$ cat src/rtl/uart_tx_dev.sv
// Memory-mapped 8N1 UART transmitter: DATA/STATUS/DIV registers behind a busdev
// decoder, a small transmit FIFO and a start/data/stop serialiser.
module uart_tx_dev #(
    parameter int unsigned FIFO_DEPTH = 4,
    parameter logic [15:0] DIV_RESET  = 16'd433
) (
    input  logic        clk,
    input  logic        n_rst,
    input  logic        deven,
    input  logic [31:0] devaddr,
    input  logic        we,
    input  logic [31:0] wdata,
    output logic [31:0] rdata,
    output logic        rvalid,
    output logic        tx,
    output logic        idle
);
    localparam int unsigned AW = $clog2(FIFO_DEPTH);
    localparam int unsigned CW = AW + 1;

    typedef enum logic [1:0] {S_IDLE, S_START, S_DATA, S_STOP} state_t;

    state_t         state, state_nxt;
    logic [15:0]    div_q;
    logic [15:0]    cnt, cnt_nxt;
    logic [2:0]     bit_idx, bit_idx_nxt;
    logic [7:0]     shift, shift_nxt;
    logic           tx_nxt;
    logic           pop;

    logic [7:0]     fifo_mem [FIFO_DEPTH];
    logic [AW-1:0]  wr_ptr, rd_ptr;
    logic [CW-1:0]  count;
    logic           empty, full, ovf, busy;

    logic [1:0]     reg_sel;
    logic           wr_acc, push_req, push_ok;
    logic           unused_bits;

    assign reg_sel     = devaddr[3:2];
    assign wr_acc      = deven & we;
    assign push_req    = wr_acc & (reg_sel == 2'd0);
    assign empty       = (count == '0);
    assign full        = (count == CW'(FIFO_DEPTH));
    assign busy        = (state != S_IDLE);
    assign idle        = empty & ~busy;
    assign unused_bits = ^{devaddr[31:4], devaddr[1:0], wdata[31:16]};

    // A push into a full FIFO still fits when the serialiser pops in the same cycle.
    assign push_ok = push_req & (~full | pop);

    always_ff @(posedge clk) begin
        if (push_ok)
            fifo_mem[wr_ptr] <= wdata[7:0];
    end

    always_ff @(posedge clk or negedge n_rst) begin
        if (!n_rst) begin
            wr_ptr <= '0;
            rd_ptr <= '0;
            count  <= '0;
        end else begin
            if (push_ok)
                wr_ptr <= wr_ptr + AW'(1);
            if (pop)
                rd_ptr <= rd_ptr + AW'(1);
            case ({push_ok, pop})
                2'b10:   count <= count + CW'(1);
                2'b01:   count <= count - CW'(1);
                default: count <= count;
            endcase
        end
    end

    always_ff @(posedge clk or negedge n_rst) begin
        if (!n_rst) begin
            ovf    <= 1'b0;
            div_q  <= DIV_RESET;
            rdata  <= '0;
            rvalid <= 1'b0;
        end else begin
            if (push_req & full & ~pop)
                ovf <= 1'b1;
            else if (wr_acc & (reg_sel == 2'd1) & wdata[3])
                ovf <= 1'b0;

            if (wr_acc & (reg_sel == 2'd2))
                div_q <= wdata[15:0];

            rvalid <= deven & ~we;
            if (deven & ~we) begin
                case (reg_sel)
                    2'd1:    rdata <= {28'b0, ovf, busy, empty, full};
                    2'd2:    rdata <= {16'b0, div_q};
                    default: rdata <= '0;
                endcase
            end
        end
    end

    always_ff @(posedge clk or negedge n_rst) begin
        if (!n_rst) begin
            state   <= S_IDLE;
            cnt     <= '0;
            bit_idx <= '0;
            shift   <= '0;
            tx      <= 1'b1;
        end else begin
            state   <= state_nxt;
            cnt     <= cnt_nxt;
            bit_idx <= bit_idx_nxt;
            shift   <= shift_nxt;
            tx      <= tx_nxt;
        end
    end

    // The bit counter reloads from DIV only at bit starts, so DIV writes land on the next bit.
    always_comb begin
        state_nxt   = state;
        cnt_nxt     = cnt;
        bit_idx_nxt = bit_idx;
        shift_nxt   = shift;
        tx_nxt      = tx;
        pop         = 1'b0;
        case (state)
            S_IDLE: begin
                tx_nxt = 1'b1;
                if (!empty) begin
                    pop       = 1'b1;
                    shift_nxt = fifo_mem[rd_ptr];
                    tx_nxt    = 1'b0;
                    cnt_nxt   = div_q;
                    state_nxt = S_START;
                end
            end
            S_START: begin
                if (cnt == '0) begin
                    tx_nxt      = shift[0];
                    bit_idx_nxt = '0;
                    cnt_nxt     = div_q;
                    state_nxt   = S_DATA;
                end else begin
                    cnt_nxt = cnt - 16'd1;
                end
            end
            S_DATA: begin
                if (cnt == '0) begin
                    cnt_nxt = div_q;
                    if (bit_idx == 3'd7) begin
                        tx_nxt    = 1'b1;
                        state_nxt = S_STOP;
                    end else begin
                        bit_idx_nxt = bit_idx + 3'd1;
                        shift_nxt   = {1'b0, shift[7:1]};
                        tx_nxt      = shift[1];
                    end
                end else begin
                    cnt_nxt = cnt - 16'd1;
                end
            end
            S_STOP: begin
                if (cnt == '0) begin
                    if (!empty) begin
                        pop       = 1'b1;
                        shift_nxt = fifo_mem[rd_ptr];
                        tx_nxt    = 1'b0;
                        cnt_nxt   = div_q;
                        state_nxt = S_START;
                    end else begin
                        state_nxt = S_IDLE;
                    end
                end else begin
                    cnt_nxt = cnt - 16'd1;
                end
            end
            default: state_nxt = S_IDLE;
        endcase
    end

endmodule

$ cat config.mk
export PLATFORM = sky130hd
export DESIGN_NAME = uart_tx_dev
export DESIGN_NICKNAME = d
export VERILOG_FILES = /design/src/rtl/uart_tx_dev.sv
export SDC_FILE = /design/constraint.sdc
export NUM_CORES = 1
export LEC_CHECK = 0
export ABC_AREA = 1
export CAP_MARGIN = 20
export CORE_ASPECT_RATIO = 1.2
export CORE_MARGIN = 3
export CORE_UTILIZATION = 57
export CTS_CLUSTER_SIZE = 10
export DETAILED_ROUTE_END_ITERATION = 8
export PLACE_DENSITY = 0.86
export RECOVER_POWER = 50
export SLEW_MARGIN = 20
export SYNTH_ARGS = -nofsm -noshare
export SYNTH_HDL_FRONTEND = slang
export SYNTH_SLANG_ARGS = --single-unit
$ cat constraint.sdc
create_clock -name clk -period 3.47 [get_ports clk]
set_input_delay 0.347 -clock clk [delete_from_list [all_inputs] [get_ports clk]]
set_output_delay 0.347 -clock clk [all_outputs]
set_load 0.005 [all_outputs]
==> results of run 1 <==
==> final cells by class <==
type	count	area, sq um	share of cell area [%]
clock buffer	9	124	2.05
timing repair buffer	48	453	7.51
sequential	103	2750	45.5
multi-input combinational	434	2300	38.2
clock inverter	7	63.8	1.06
inverter	51	194	3.22
tap	120	150	2.49
==> what timing repair did <==
action | CTS | global route
endpoints found under the hold margin | 24 | 0
buffers inserted | 0 | 0
hold buffers | 1 | 0
==> final timing paths <==
kind | from | end | slack [ps] | cells after the start
worst min-delay path | shift[2] | shift[2] | 500 | 2
worst max-delay path | state[0] | fifo_mem[1][2] | 860 | 7
max in group asynchronous | n_rst | shift[2] | 1270 | 3
min in group asynchronous | n_rst | rdata[11] | 870 | 2
worst min register to register | shift[2] | shift[2] | 500 | 2
worst max register to register | state[0] | fifo_mem[1][2] | 860 | 7
==> routing by layer <==
| layer | global-route usage [%] | vias to the layer above | routed length [microns] |
|---|---|---|---|
| met3 | 3.86 | 37 | 739 |
| met4 | 11.4 | 0 | 319 |
| met5 | 0 | - | 0 |
| li1 | - | 2095 | - |
| met2 | 39.4 | 191 | 5900 |
| met1 | 31.0 | 2112 | 4890 |
==> cell families after synthesis <==
kind of cell,after synthesis
other,1
AO/OA/AOI/OAI,158
adder cells (fa/ha/maj),16
flip-flops,103
AND/OR/NAND/NOR,225
multiplexers,9
buffers and inverters,93
XOR/XNOR,10
==> power groups by stage <==
stage / sequential [mW] / clock [mW] / combinational, mW
floorplan: 1.73 / 0 / 1.73
global placement: 1.82 / 0 / 2.04
detailed placement: 1.83 / 0 / 2.17
CTS: 1.81 / 0.736 / 2.17
global route: 1.86 / 0.788 / 2.47
finish: 1.82 / 0.725 / 2.18
==> sequential cells by signal, indices dropped and copies added, names as in the netlist <==
register / flops
div_q: 16
wr_ptr: 2
fifo_mem: 32
state: 2
bit_idx: 3
shift: 8
count: 3
rd_ptr: 2
ovf: 1
rdata: 16
rvalid: 1
tx: 1
cnt: 16
==> worst max-delay path, delay by kind of cell, from the launching register on <==
| family | cells | cell delay, ps |
|---|---|---|
| DFF | 1 | 410 |
| adders and majority gates | 1 | 570 |
| and+or+nand+nor | 4 | 870 |
| buffers and inverters | 2 | 410 |
==> cell usage in the layout (no fill, tap or decap), drive strengths merged <==
cell type      netlist  routed
nand2              124     124
inv                 51      55
o211ai               1       1
dlygate4sd3          0      26
xor2                 6       6
nor4                 2       2
o31ai                7       7
edfxtp              32      32
clkinv               0       1
nand4                2       2
clkinvlp             0       2
nand3b               1       1
a21boi               1       1
dfrtp               65      65
o21ai              108     108
ha                  15      15
conb                 1      16
o22ai               12      12
fa                   1       1
or2                  3       3
a22oi                1       1
clkbuf              10      11
nor2                58      58
a21oi               28      28
nand3               32      32
dfstp                6       6
xnor2                4       4
nor3                 3       3
buf                 32       6
mux2                 9       9
clkdlybuf4s50        0      14
==> synth_stat cells (all sizes together) <==
| cell | count | area, sq um |
|---|---|---|
| nand2 | 124 | 498 |
| o21ai | 108 | 552 |
| dfrtp | 65 | 1630 |
| nor2 | 58 | 245 |
| inv | 51 | 194 |
| buf | 32 | 219 |
| edfxtp | 32 | 961 |
| nand3 | 32 | 175 |
| a21oi | 28 | 151 |
| ha | 15 | 188 |
| o22ai | 12 | 81.3 |
| clkbuf | 10 | 37.5 |
| mux2 | 9 | 101 |
| o31ai | 7 | 52.6 |
| dfstp | 6 | 158 |
| xor2 | 6 | 52.6 |
| xnor2 | 4 | 35.0 |
| nor3 | 3 | 15.0 |
| or2 | 3 | 18.8 |
| nand4 | 2 | 12.5 |
| nor4 | 2 | 12.5 |
| a21boi | 1 | 7.51 |
| a22oi | 1 | 7.51 |
| conb | 1 | 3.75 |
| fa | 1 | 20.0 |
| nand3b | 1 | 7.51 |
| o211ai | 1 | 7.51 |
==> stage by stage <==
| stage | instances | hold WS, ps | instance area (sq um) | utilization (%) |
|---|---|---|---|---|
| floorplan | 630 | 51.4 | 5500 | - |
| CTS | 772 | 502 | 6040 | 65.8 |
| finish | 772 | 502 | 6030 | 65.7 |
| detailed placement | 755 | 405 | 5840 | 63.6 |
| global route | 772 | 539 | 6030 | 65.7 |
| global placement | 755 | 398 | 5840 | 63.6 |
==> impl_metrics.env, run 1 <==
export IMPL_vdd_drop_max_uv=438
export IMPL_ys_seq_elements=103
export IMPL_critPathRequiredTime_ps=3490
export IMPL_port_buffer_count=40
export IMPL_area_growth_syn_to_layout_pct=10.9
export IMPL_critPathArrivalTime_ps=2630
export IMPL_final_period_utilization_pct=75.1
export IMPL_layout_drive_gt1_share_pct=10.4
export IMPL_drtIter0Drc=492
export IMPL_measured_slew_at_the_worst_slew_check_pin_ps=1560
export IMPL_final_setup_skew_ps=10.3
export IMPL_clkLatencyLatePin_ps=380
export IMPL_vias_in_the_first_global_route=4513
export IMPL_cts_inserted_buffers=9
export IMPL_clock_sink_count=103
export IMPL_cts_tree="yes"
export IMPL_yosys_area_share_xor_xnor_pct=1.61
export IMPL_detailed_route_wire_length_microns=11800
export IMPL_power_frac_seq_pct=38.5
export IMPL_critPathMaxFanout=18
export IMPL_resize_count_post_cts=0
export IMPL_timing_critical_path_cells="inv_1 > ha_1 > inv_1 > nand2_2 > nand3_2 > nand2_2 > nor2_1"
export IMPL_netSwitchingPower_mw=2.12
export IMPL_clkPwrFrac_pct=15.4
export IMPL_num_fill_cells=704
export IMPL_largest_family_of_logic_cells_by_synthesized_area="simple AND/OR/NAND/NOR gates"
export IMPL_core_region_area_sq_mm=0.00918
export IMPL_clk_pin_slew_ps=100
export IMPL_synth_cell_types=41
export IMPL_power_frac_comb_pct=46.2
export IMPL_setup_violations=0
export IMPL_p_sw_share_pct=44.9
export IMPL_grt_usage_pct=24.1
export IMPL_violated_checks="max-capacitance violations, max-slew violations"
export IMPL_ios=103
export IMPL_slew_viol_final=29
export IMPL_route_detailed_wl_per_inst_microns=15.3
export IMPL_drcViolationCount=0
export IMPL_total_power_mw=4.72
export IMPL_rsz0062_at_grt="false"
export IMPL_critical_path_max_stage_delay_ps=570
export IMPL_max_freq_mhz=384
export IMPL_yosysWarnings=0
export IMPL_die_height_microns=113
export IMPL_power_per_cell_area_mw_per_mm2=783
export IMPL_num_rows=38
export IMPL_cp_start_kind="flop"
export IMPL_cts_root_buf="sky130_fd_sc_hd__clkbuf_8"
export IMPL_ctsHtreeMaxLevel=3
export IMPL_clock_tree_buffer_depth=2
export IMPL_critical_path_slowest_cell="sky130_fd_sc_hd__ha_1"
export IMPL_finalHoldViolations=0
export IMPL_first_pass_grt_wire_length_microns=20400
export IMPL_synthMuxAreaShare_pct=1.86
export IMPL_grt_ovfl_total=0
export IMPL_antenna_diode_count=0
export IMPL_post_synth_fa_ha_maj_area_fraction_pct=3.82
export IMPL_post_drt_via_cell_ratio=5.74
export IMPL_outcome="finished with violations"
export IMPL_synth_compound_gate_area_share_pct=15.8
export IMPL_detailed_place_hpwl_microns=8390
export IMPL_cell_internal_pwr_mw=2.60
export IMPL_drt_first_pass_iters=7
export IMPL_synth_cells=615
export IMPL_crit_path_end_kind="flop"
export IMPL_yosysSeqAreaShare_pct=50.5
export IMPL_antenna_found_initial=0
export IMPL_fin_crit_ps=2610
export IMPL_num_nets_final=731
export IMPL_final_setup_worst_slack_ps=863
export IMPL_setup_tns_ps=0
export IMPL_die_w_microns=95.2
export IMPL_initial_core_util_pct=59.3
export IMPL_place_congestion=0.886
export IMPL_final_antenna_net_count=0
export IMPL_dpl_worst_slack_ps=879
export IMPL_post_synthesis_share_of_cell_area_spent_on_and_or_nand_and_nor_gates_pct=18.1
export IMPL_worst_slew_margin_rel_pct=-3.70
export IMPL_syn_cell_area_sq_mm=0.00544
export IMPL_leakagePower_nw=2.72
export IMPL_hold_path_class="flop to flop"
export IMPL_max_cap_violations=1
export IMPL_grt_start_max_net_pins=45
export IMPL_critical_path_class="flop to flop"
export IMPL_full_die_area_sq_mm=0.0108
export IMPL_syn_avg_cell_area_sq_um=8.85
export IMPL_detailroute_via_count=4435
Power figures use the tool's default switching activity.
==> run 2, diff against run 1 <==
Settings changed: CORE_UTILIZATION 57 to 53, PLACE_DENSITY 0.86 to 0.81.
Clock period 3.47 ns to 2.67 ns, I/O delays scaled along.
==> run 2 against run 1 <==
The run still ends with max-capacitance violations, max-slew violations left. Fmax grew 7.0%. Flip-flop and latch count is the same. Combinational power grew 38%. Critical path depth grew 2. Critical path type unchanged. Critical endpoint is now fifo_mem[3][4]. Largest cell class unchanged. Highest routed layer unchanged.
==> impl_metrics.env, run 2 (synthesis gave the netlist of run 1 again) <==
export IMPL_clkLatencyLatePin_ps=350
export IMPL_antenna_diode_count=0
export IMPL_detailed_route_wire_length_microns=12300
export IMPL_cts_inserted_buffers=9
export IMPL_port_buffer_count=40
export IMPL_r2r_slack_ps=230
export IMPL_grt_ovfl_total=0
export IMPL_clock_tree_buffer_depth=2
export IMPL_cell_internal_pwr_mw=3.85
export IMPL_p_sw_share_pct=42.4
export IMPL_leakagePower_nw=2.76
export IMPL_clkPwrFrac_pct=20.2
export IMPL_placed_cells=766
export IMPL_power_frac_comb_pct=45.0
export IMPL_vdd_drop_max_uv=587
export IMPL_crit_path_end_kind="flop"
export IMPL_critPathArrivalTime_ps=2410
export IMPL_post_route_util_pct=63.5
export IMPL_detailroute_via_count=4415
export IMPL_final_cell_mix="sky130_fd_sc_hd__nand2_1, sky130_fd_sc_hd__o21ai_0, sky130_fd_sc_hd__dfrtp_1"
export IMPL_detailed_place_hpwl_microns=8400
export IMPL_reg2reg_from="state[1]"
export IMPL_largest_register_ffs=32
export IMPL_antenna_found_initial=0
export IMPL_cts_tree="yes"
export IMPL_drt_first_pass_iters=5
export IMPL_area_growth_syn_to_layout_pct=14.0
export IMPL_final_period_utilization_pct=91.3
export IMPL_power_frac_seq_pct=34.8
export IMPL_critPathRequiredTime_ps=2650
export IMPL_worst_slew_margin_rel_pct=-17.5
export IMPL_netSwitchingPower_mw=2.84
export IMPL_finalHoldViolations=0
export IMPL_ctsHtreeMaxLevel=3
export IMPL_max_cap_violations=1
export IMPL_drcViolationCount=0
export IMPL_grt_start_max_net_pins=72
export IMPL_slew_viol_final=72
export IMPL_final_antenna_net_count=0
export IMPL_fin_crit_ps=2440
export IMPL_setup_violations=0
export IMPL_cts_hold_buffers_added=0
export IMPL_power_per_cell_area_mw_per_mm2=1080
export IMPL_layout_drive_gt1_share_pct=11.5
export IMPL_place_congestion=0.865
export IMPL_die_w_microns=98.5
export IMPL_outcome="finished with violations"
export IMPL_post_cts_setup_buffers=0
export IMPL_cp_start_kind="flop"
export IMPL_violated_checks="max-capacitance violations, max-slew violations"
export IMPL_rsz0062_at_grt="false"
export IMPL_num_rows=39
export IMPL_vias_in_the_first_global_route=4403
export IMPL_largest_register="fifo_mem"
export IMPL_measured_slew_at_the_worst_slew_check_pin_ps=1760
export IMPL_worst_path_most_repeated_cell="sky130_fd_sc_hd__nand2_2"
export IMPL_clk_pin_slew_ps=70
export IMPL_worst_path_top_cell_family_by_delay="simple AND/OR/NAND/NOR gates"
export IMPL_critical_path_max_stage_delay_ps=630
export IMPL_first_pass_grt_wire_length_microns=20900
export IMPL_finalNonFillerCells=782
export IMPL_hold_path_class="input pin to async pin"
export IMPL_die_height_microns=117
export IMPL_critical_path_class="flop to flop"
export IMPL_most_common_library_cell_in_the_layout_ignoring_fill_and_taps="sky130_fd_sc_hd__nand2_1"
export IMPL_full_die_area_sq_mm=0.0115
export IMPL_worst_path_buf_inv=1
export IMPL_core_region_area_sq_mm=0.00976
export IMPL_grt_usage_pct=22.6
export IMPL_drtIter0Drc=312
export IMPL_reg2regPathDepth=9
export IMPL_num_fill_cells=744
export IMPL_post_drt_via_cell_ratio=5.65
export IMPL_ios=103
export IMPL_final_setup_skew_ps=8.53
export IMPL_critical_path_slowest_cell="sky130_fd_sc_hd__nor2_1"
export IMPL_r2r_end="fifo_mem[3][4]"
export IMPL_clock_sink_count=103
export IMPL_max_freq_mhz=410
export IMPL_cts_root_buf="sky130_fd_sc_hd__clkbuf_16"
export IMPL_num_nets_final=738
export IMPL_route_detailed_wl_per_inst_microns=15.7
export IMPL_timing_critical_path_cells="ha_1 > inv_1 > a21oi_1 > nand3_1 > nand2_2 > nand2_2 > nand3_2 > nand2_2 > nor2_1"
export IMPL_resize_count_post_cts=0
export IMPL_critPathMaxFanout=8
export IMPL_total_power_mw=6.69
export IMPL_initial_core_util_pct=55.7
export IMPL_setup_tns_ps=0
-- run 2: cell types whose count changed in the layout (fill, tap and decap cells not counted), sizes merged --
cell	previous run	this run
clkinvlp	2	1
clkinv	1	3
bufinv	0	1
clkdlybuf4s50	14	30
inv	55	53
buf	6	14
dlygate4sd3	26	9
-- run 2: per-layer routing --
metal	GRT usage [%]	share of wire [%]	vias up
li1	-	-	2107
met1	29.6	42	2092
met2	37.8	49	191
met3	3.85	6.7	25
met4	9.56	2.2	0
met5	0	0	-
-- run 2: how the worst max path moves through the flow --
| stage | start | end | slack [ps] | depth (start not counted) |
|---|---|---|---|---|
| 2_1_floorplan | cnt[0] | fifo_mem[0][0] | 570 | 10 |
| 3_3_place_gp | cnt[4] | fifo_mem[3][4] | 320 | 9 |
| 3_5_place_dp | cnt[0] | fifo_mem[3][4] | 230 | 10 |
| 4_1_cts | state[1] | fifo_mem[3][4] | 220 | 9 |
| 5_1_grt | state[1] | fifo_mem[3][4] | 8 | 9 |
| 6_report | state[1] | fifo_mem[3][4] | 230 | 9 |
-- run 2: cell type report --
type	count	area, sq um	share of cell area (%)
Clock inverter	7	78.8	1.27
Sequential cell	103	2750	44.3
Tap cell	123	154	2.48
Multi-Input combinational cell	434	2300	37.1
Inverter	51	194	3.13
Clock buffer	9	225	3.63
Timing Repair Buffer	55	502	8.09
-- run 2: power by group through the flow --
stage | Clock (mW) | Combinational, mW | Sequential [mW]
2_1_floorplan | 0 | 2.25 | 2.25
5_1_grt | 1.42 | 3.42 | 2.37
6_report | 1.35 | 3.01 | 2.33
3_5_place_dp | 0 | 2.95 | 2.34
4_1_cts | 1.36 | 2.97 | 2.32
3_3_place_gp | 0 | 2.80 | 2.33
-- run 2: per-stage QoR --
| stage | instance area [sq um] | hold WS, ps | setup WS, ps |
|---|---|---|---|
| final | 6200 | 456 | 234 |
| after global routing | 6200 | 499 | 7.60 |
| after CTS | 6210 | 163 | 215 |
| after detailed placement | 5900 | 472 | 226 |
| after global placement | 5900 | 466 | 321 |
| after floorplan | 5500 | -28.6 | 573 |
==> run 3, diff against run 2 <==
Settings changed: CAP_MARGIN 20 to 15, CTS_CLUSTER_DIAMETER set to 30, GPL_ROUTABILITY_DRIVEN set to 0.
==> results of run 3 <==
The final DEF is identical to that of run 2; final timing and power are the same.
